<file path="config.mk">
export PLATFORM = sky130hd
export DESIGN_NAME = song_reader
export DESIGN_NICKNAME = d
export VERILOG_FILES = /design/src/rtl/song_pkg.sv /design/src/rtl/song_reader_beat_countdown.sv /design/src/rtl/song_reader.sv
export SDC_FILE = /design/constraint.sdc
export NUM_CORES = 1
export LEC_CHECK = 0
export ABC_CLOCK_PERIOD_IN_PS = 2500
export BUFFER_PORTS_ARGS = -buffer_cell sky130_fd_sc_hd__buf_2
export CORE_ASPECT_RATIO = 1.2
export CORE_MARGIN = 2
export CORE_UTILIZATION = 42
export CTS_BUF_LIST = sky130_fd_sc_hd__clkbuf_4 sky130_fd_sc_hd__clkbuf_8 sky130_fd_sc_hd__clkbuf_16
export DETAILED_ROUTE_END_ITERATION = 10
export SLEW_MARGIN = 0
export SYNTH_ARGS = -nofsm -noshare
export SYNTH_HDL_FRONTEND = slang
export SYNTH_SLANG_ARGS = --single-unit
</file>
<file path="constraint.sdc">
create_clock -name clk -period 2.5 [get_ports clk]
set_input_delay 0.5 -clock clk [delete_from_list [all_inputs] [get_ports clk]]
set_output_delay 0.5 -clock clk [all_outputs]
set_load 0.005 [all_outputs]
</file>
<file path="src/rtl/song_pkg.sv">
// Shared song entry layout, reader state encoding and the rest-note constant.
package song_pkg;

   // Default field widths of one song RAM entry (shared with the recorder).
   localparam int NOTE_W   = 6;
   localparam int DUR_W    = 6;

   // Entry layout: {end_flag, note, duration}, duration in the low bits.
   localparam int DUR_LSB  = 0;
   localparam int DUR_MSB  = DUR_LSB + DUR_W - 1;
   localparam int NOTE_LSB = DUR_MSB + 1;
   localparam int NOTE_MSB = NOTE_LSB + NOTE_W - 1;
   localparam int END_BIT  = NOTE_MSB + 1;
   localparam int ENTRY_W  = END_BIT + 1;

   // Note index 0 is a rest.
   localparam logic [NOTE_W-1:0] REST_NOTE = '0;

   typedef enum logic [2:0] {
      S_IDLE,
      S_FETCH,
      S_DECODE,
      S_PLAY,
      S_PAUSED
   } reader_state_t;

endpackage

</file>
<file path="src/rtl/song_reader_beat_countdown.sv">
// Beat countdown for the note being played: loaded with the duration,
// decremented on each enabled beat, flags the beat that ends the note.
module beat_countdown #(
   parameter int DUR_WIDTH = 6
) (
   input  logic                 clk,
   input  logic                 reset,
   input  logic                 load,
   input  logic [DUR_WIDTH-1:0] load_val,
   input  logic                 beat,
   input  logic                 enable,
   output logic [DUR_WIDTH-1:0] count,
   output logic                 expire
);

   // The beat that takes the count from 1 to 0 is the last beat of the note.
   assign expire = enable && beat && (count == DUR_WIDTH'(1));

   // Counter register; load wins over counting, and it never wraps below 0.
   always_ff @(posedge clk or posedge reset) begin
      if (reset)
         count <= '0;
      else if (load)
         count <= load_val;
      else if (enable && beat && (count != '0))
         count <= count - DUR_WIDTH'(1);
   end

endmodule

</file>
<file path="src/rtl/song_reader.sv">
// Playback sequencer: walks the song RAM, presents each note to the note
// player and holds it for its recorded number of beats.
module song_reader
   import song_pkg::*;
#(
   parameter int ADDR_WIDTH = 7,
   parameter int NOTE_WIDTH = NOTE_W,
   parameter int DUR_WIDTH  = DUR_W
) (
   input  logic                              clk,
   input  logic                              reset,
   input  logic                              play_pulse,
   input  logic                              stop_pulse,
   input  logic                              beat,
   output logic [ADDR_WIDTH-1:0]             ram_addr,
   input  logic [NOTE_WIDTH+DUR_WIDTH:0]     ram_dout,
   output logic [NOTE_WIDTH-1:0]             note_out,
   output logic                              note_active,
   output logic                              note_start,
   output logic                              song_done,
   output logic                              playing
);

   // Field positions derived from the actual parameter values, so the
   // layout tracks any width override while matching the package defaults.
   localparam int EB = NOTE_WIDTH + DUR_WIDTH;

   reader_state_t           state, state_n;
   logic [ADDR_WIDTH-1:0]   addr_n;
   logic [NOTE_WIDTH-1:0]   note_n;
   logic                    active_n, start_n, done_n, playing_n;

   logic                    cnt_load, cnt_en, cnt_expire, note_end;
   logic [DUR_WIDTH-1:0]    cnt_val, cnt;

   logic                    entry_end;
   logic [NOTE_WIDTH-1:0]   entry_note;
   logic [DUR_WIDTH-1:0]    entry_dur;

   assign entry_end  = ram_dout[EB] || (ram_dout[DUR_WIDTH-1:0] == '0);
   assign entry_note = ram_dout[EB-1:DUR_WIDTH];
   assign entry_dur  = ram_dout[DUR_WIDTH-1:0];

   // A zero count in PLAY cannot follow a valid DECODE; treating it as an
   // ended note keeps the reader from ever sticking in PLAY.
   assign note_end = cnt_expire || (cnt == '0);

   beat_countdown #(.DUR_WIDTH(DUR_WIDTH)) u_count (
      .clk      (clk),
      .reset    (reset),
      .load     (cnt_load),
      .load_val (cnt_val),
      .beat     (beat),
      .enable   (cnt_en),
      .count    (cnt),
      .expire   (cnt_expire)
   );

   // Next-state and next-output decode; stop overrides every other event.
   always_comb begin
      state_n  = state;
      addr_n   = ram_addr;
      note_n   = note_out;
      active_n = note_active;
      start_n  = 1'b0;
      done_n   = 1'b0;
      cnt_load = 1'b0;
      cnt_val  = entry_dur;
      cnt_en   = 1'b0;
      if (stop_pulse) begin
         state_n  = S_IDLE;
         addr_n   = '0;
         note_n   = NOTE_WIDTH'(REST_NOTE);
         active_n = 1'b0;
         cnt_load = 1'b1;
         cnt_val  = '0;
      end else begin
         case (state)
            S_IDLE: begin
               if (play_pulse)
                  state_n = S_FETCH;
            end
            S_FETCH: begin
               // RAM is sampling ram_addr this cycle.
               state_n = S_DECODE;
            end
            S_DECODE: begin
               if (entry_end) begin
                  done_n   = 1'b1;
                  addr_n   = '0;
                  note_n   = NOTE_WIDTH'(REST_NOTE);
                  active_n = 1'b0;
                  state_n  = S_IDLE;
               end else begin
                  note_n   = entry_note;
                  cnt_load = 1'b1;
                  start_n  = 1'b1;
                  active_n = 1'b1;
                  state_n  = S_PLAY;
               end
            end
            S_PLAY: begin
               if (play_pulse) begin
                  // Pause takes precedence over a coincident beat.
                  active_n = 1'b0;
                  state_n  = S_PAUSED;
               end else begin
                  cnt_en = 1'b1;
                  if (note_end) begin
                     active_n = 1'b0;
                     if (&ram_addr) begin
                        // Running off the top of the RAM ends the song.
                        done_n  = 1'b1;
                        addr_n  = '0;
                        note_n  = NOTE_WIDTH'(REST_NOTE);
                        state_n = S_IDLE;
                     end else begin
                        addr_n  = ram_addr + ADDR_WIDTH'(1);
                        state_n = S_FETCH;
                     end
                  end
               end
            end
            S_PAUSED: begin
               if (play_pulse) begin
                  active_n = 1'b1;
                  state_n  = S_PLAY;
               end
            end
            default: begin
               state_n  = S_IDLE;
               addr_n   = '0;
               note_n   = NOTE_WIDTH'(REST_NOTE);
               active_n = 1'b0;
            end
         endcase
      end
      playing_n = (state_n != S_IDLE);
   end

   // State and registered outputs.
   always_ff @(posedge clk or posedge reset) begin
      if (reset) begin
         state       <= S_IDLE;
         ram_addr    <= '0;
         note_out    <= '0;
         note_active <= 1'b0;
         note_start  <= 1'b0;
         song_done   <= 1'b0;
         playing     <= 1'b0;
      end else begin
         state       <= state_n;
         ram_addr    <= addr_n;
         note_out    <= note_n;
         note_active <= active_n;
         note_start  <= start_n;
         song_done   <= done_n;
         playing     <= playing_n;
      end
   end

endmodule

</file>
==> results.json <==
{
  "status": "complete, but fails checks",
  "failed_checks": "design-rule violations",
  "synth.distinct_cells": 46,
  "crit_buf_inv": 0,
  "swShare": 0.284,
  "via_per_inst": 6.11,
  "vias": 1429,
  "netlist_instances": 161,
  "worst_clock_skew_ns": 0.00319,
  "core-area_um2": 3400,
  "grt_overflow_total": 0,
  "end_kind": "register",
  "drt-pass1-iter-count": 7,
  "drt_iter0_drc": 79,
  "gp_congestion": 0.880,
  "h-tree-depth": 1,
  "yosysWarnings": 0,
  "drv_slew": 0,
  "grt_pass1_vias": 1437,
  "drc_errors": 2,
  "place_worst_setup_slack_ns": 0.248,
  "detail-route-antenna-nets": 0,
  "rows": 23,
  "place_inst": 230,
  "clk_latency_ns": 0.27,
  "p_total_mw": 1.07,
  "tightestPinTransition_ns": 0.626,
  "hold_viol_final": 0,
  "arrival_ns": 2.33,
  "p_int_mw": 0.767,
  "grt_max_degree": 27,
  "wl_um": 3690,
  "crit_type": "register to register",
  "hold_ws_ns": 0.268,
  "n_fill_cell": 328,
  "cpLargestDelayFamily": "compound AO/OA/AOI/OAI gates",
  "seq_power_share": 0.456,
  "syn_nets": 183,
  "leakage_nw": 0.917,
  "fin_ws_ns": 0.333,
  "diodes": 0,
  "ys_seq_area_frac": 0.428,
  "dpl.hpwl_um": 2750,
  "power.net_switching_mw": 0.304,
  "setup_viol": 0,
  "rsz0062_at_grt": "no",
  "post_drt_wl_per_cell_um": 15.8,
  "netlist_area_um2": 1520,
  "postCtsHoldBufs": 0,
  "clockRootBuffer": "clkbuf_8",
  "drive_above_1_share": 0.239,
  "slowest_delay_ns": 0.56,
  "cts_setup_buffers": 0,
  "slew_headroom": 0.583,
  "clkSinkCount": 26,
  "required_ns": 2.66,
  "cp-start-kind": "register",
  "synth_area_per_cell_um2": 9.43,
  "ios": 35,
  "grt_first_pass_wirelength_um": 6490,
  "clockPowerShare": 0.327,
  "cts_resized": 0,
  "nets": 220,
  "design.die.area_um2": 4120,
  "instances_no_fill": 234,
  "async_flop_share": 1.00,
  "vdd_ir_drop_max_mv": 0.254,
  "grt_use_total": 0.199,
  "path_cells": "or3b_1 > a211oi_2 > a211oi_1 > a41oi_1 > nor2_1",
  "die_h_um": 69.9,
  "post-route-period-util": 0.867,
  "fmax_mhz": 461,
  "die_x_um": 58.9,
  "ys_ff_latch": 26,
  "cts_buffer_depth": 2,
  "cp_max_fo": 12,
  "yosys_most_used_dff": "dfrtp_1",
  "finalSetupTns_ns": 0,
  "cts_tree": "yes",
  "p_per_area_nw_per_um2": 594,
  "antenna_found_initial": 0,
  "clk_pin_slew_ns": 0.09,
  "port_buffers": 34,
  "numCtsBuffers": 3,
  "hold_class": "primary input to asynchronous set/reset pin",
  "comb_power_share": 0.217,
  "fin_crit_ns": 2.17,
  "drv_cap": 0,
  "synth_edf_count": 0,
  "synthToLayoutAreaGrowth_pct": 18.7,
  "cp_slowest_cell": "dfrtp_1",
  "initial_utilization": 0.447
}
-- cells by family (layout without fill, tap and decap cells) --
logic type	after synthesis	in the layout	share of synthesized area
buffers and inverters	12	48	0.0371
and+or+nand+nor	61	61	0.222
DFF	26	26	0.428
AOI/OAI and AO/OA	58	58	0.280
adders and majority gates	4	4	0.0330
-- placed cells by master, fill, tap and decap left out, types with 4 or more instances in the layout --
cell type / synthesis / final
a21oi_1: 11 / 11
nor2_1: 22 / 22
inv_1: 6 / 6
ha_1: 4 / 4
nand3_1: 5 / 5
a22oi_1: 5 / 5
dfrtp_1: 26 / 26
nand2_1: 8 / 8
a211o_1: 4 / 4
buf_2: 3 / 34
a21o_1: 5 / 5
nand2b_1: 4 / 4
o21ai_0: 4 / 4
a211oi_1: 4 / 4
a22o_1: 8 / 8
buf_4: 0 / 4
-- final cells by class --
type / instances / area (um^2) / share of cell area
Clock buffer: 3 / 41.3 / 0.0229
Clock inverter: 1 / 30.0 / 0.0167
Inverter: 6 / 22.5 / 0.0125
Multi-Input combinational cell: 123 / 812 / 0.450
Sequential cell: 26 / 651 / 0.361
Tap cell: 37 / 46.3 / 0.0257
Timing Repair Buffer: 38 / 200 / 0.111
-- synth_stat cells (all sizes together), types with 3 or more instances --
library cell | count | share of area
dfrtp | 26 | 0.43
nor2 | 22 | 0.054
nor4 | 3 | 0.026
a31oi | 3 | 0.012
a21oi | 11 | 0.036
a21o | 5 | 0.025
a211oi | 5 | 0.028
nand3 | 5 | 0.016
ha | 4 | 0.033
a211o | 4 | 0.023
a22oi | 5 | 0.025
buf | 4 | 0.017
o21ai | 5 | 0.019
nand2b | 4 | 0.016
nand2 | 8 | 0.020
a22o | 8 | 0.046
inv | 6 | 0.015
nor2b | 3 | 0.012
-- per-stage QoR --
| stage | utilization | cell area (um^2) |
|---|---|---|
| 2_1_floorplan | - | 1520 |
| 3_3_place_gp | 0.510 | 1730 |
| 3_5_place_dp | 0.510 | 1730 |
| 4_1_cts | 0.531 | 1800 |
| 5_1_grt | 0.531 | 1800 |
| 6_report | 0.531 | 1800 |
-- worst paths after layout --
path | endpoint | cells after the start | slack [ns] | from
min reg2reg | note_out[1] | 1 | 0.50 | note_out[1]
max in group asynchronous | note_out[4] | 3 | 1.98 | reset
max reg2reg | ram_addr[6] | 5 | 0.33 | state[1]
max | ram_addr[6] | 5 | 0.33 | state[1]
min in group clk | note_out[1] | 2 | 0.45 | ram_dout[7]
min | note_out[2] | 3 | 0.27 | reset
-- sequential cells by signal (all words and copies together), names as in the netlist --
register / count
ram_addr: 7
note_out: 6
song_done: 1
note_start: 1
u_count.count: 6
playing: 1
note_active: 1
state: 3
-- worst min-delay path, delay by kind of cell --
| kind | cells | cell delay (ns) |
|---|---|---|
| buffers and inverters | 3 | 0.45 |
-- routing by layer --
| metal | routed length (um) | global-route usage | up-vias |
|---|---|---|---|
| li1 | - | - | 680 |
| met1 | 1560 | 0.261 | 690 |
| met2 | 1880 | 0.312 | 54 |
| met3 | 201 | 0.0352 | 5 |
| met4 | 53 | 0.0934 | 0 |
| met5 | 0 | 0 | - |
-- power by group through the flow --
stage                     Combinational [mW]  Clock [mW]  Sequential, mW
after floorplan                        0.174           0           0.481
after global placement                 0.228           0           0.495
after detailed placement               0.233           0           0.497
after CTS                              0.234       0.363           0.488
after global routing                   0.267       0.379           0.495
final                                  0.233       0.350           0.488
Power figures use the tool's default switching activity.
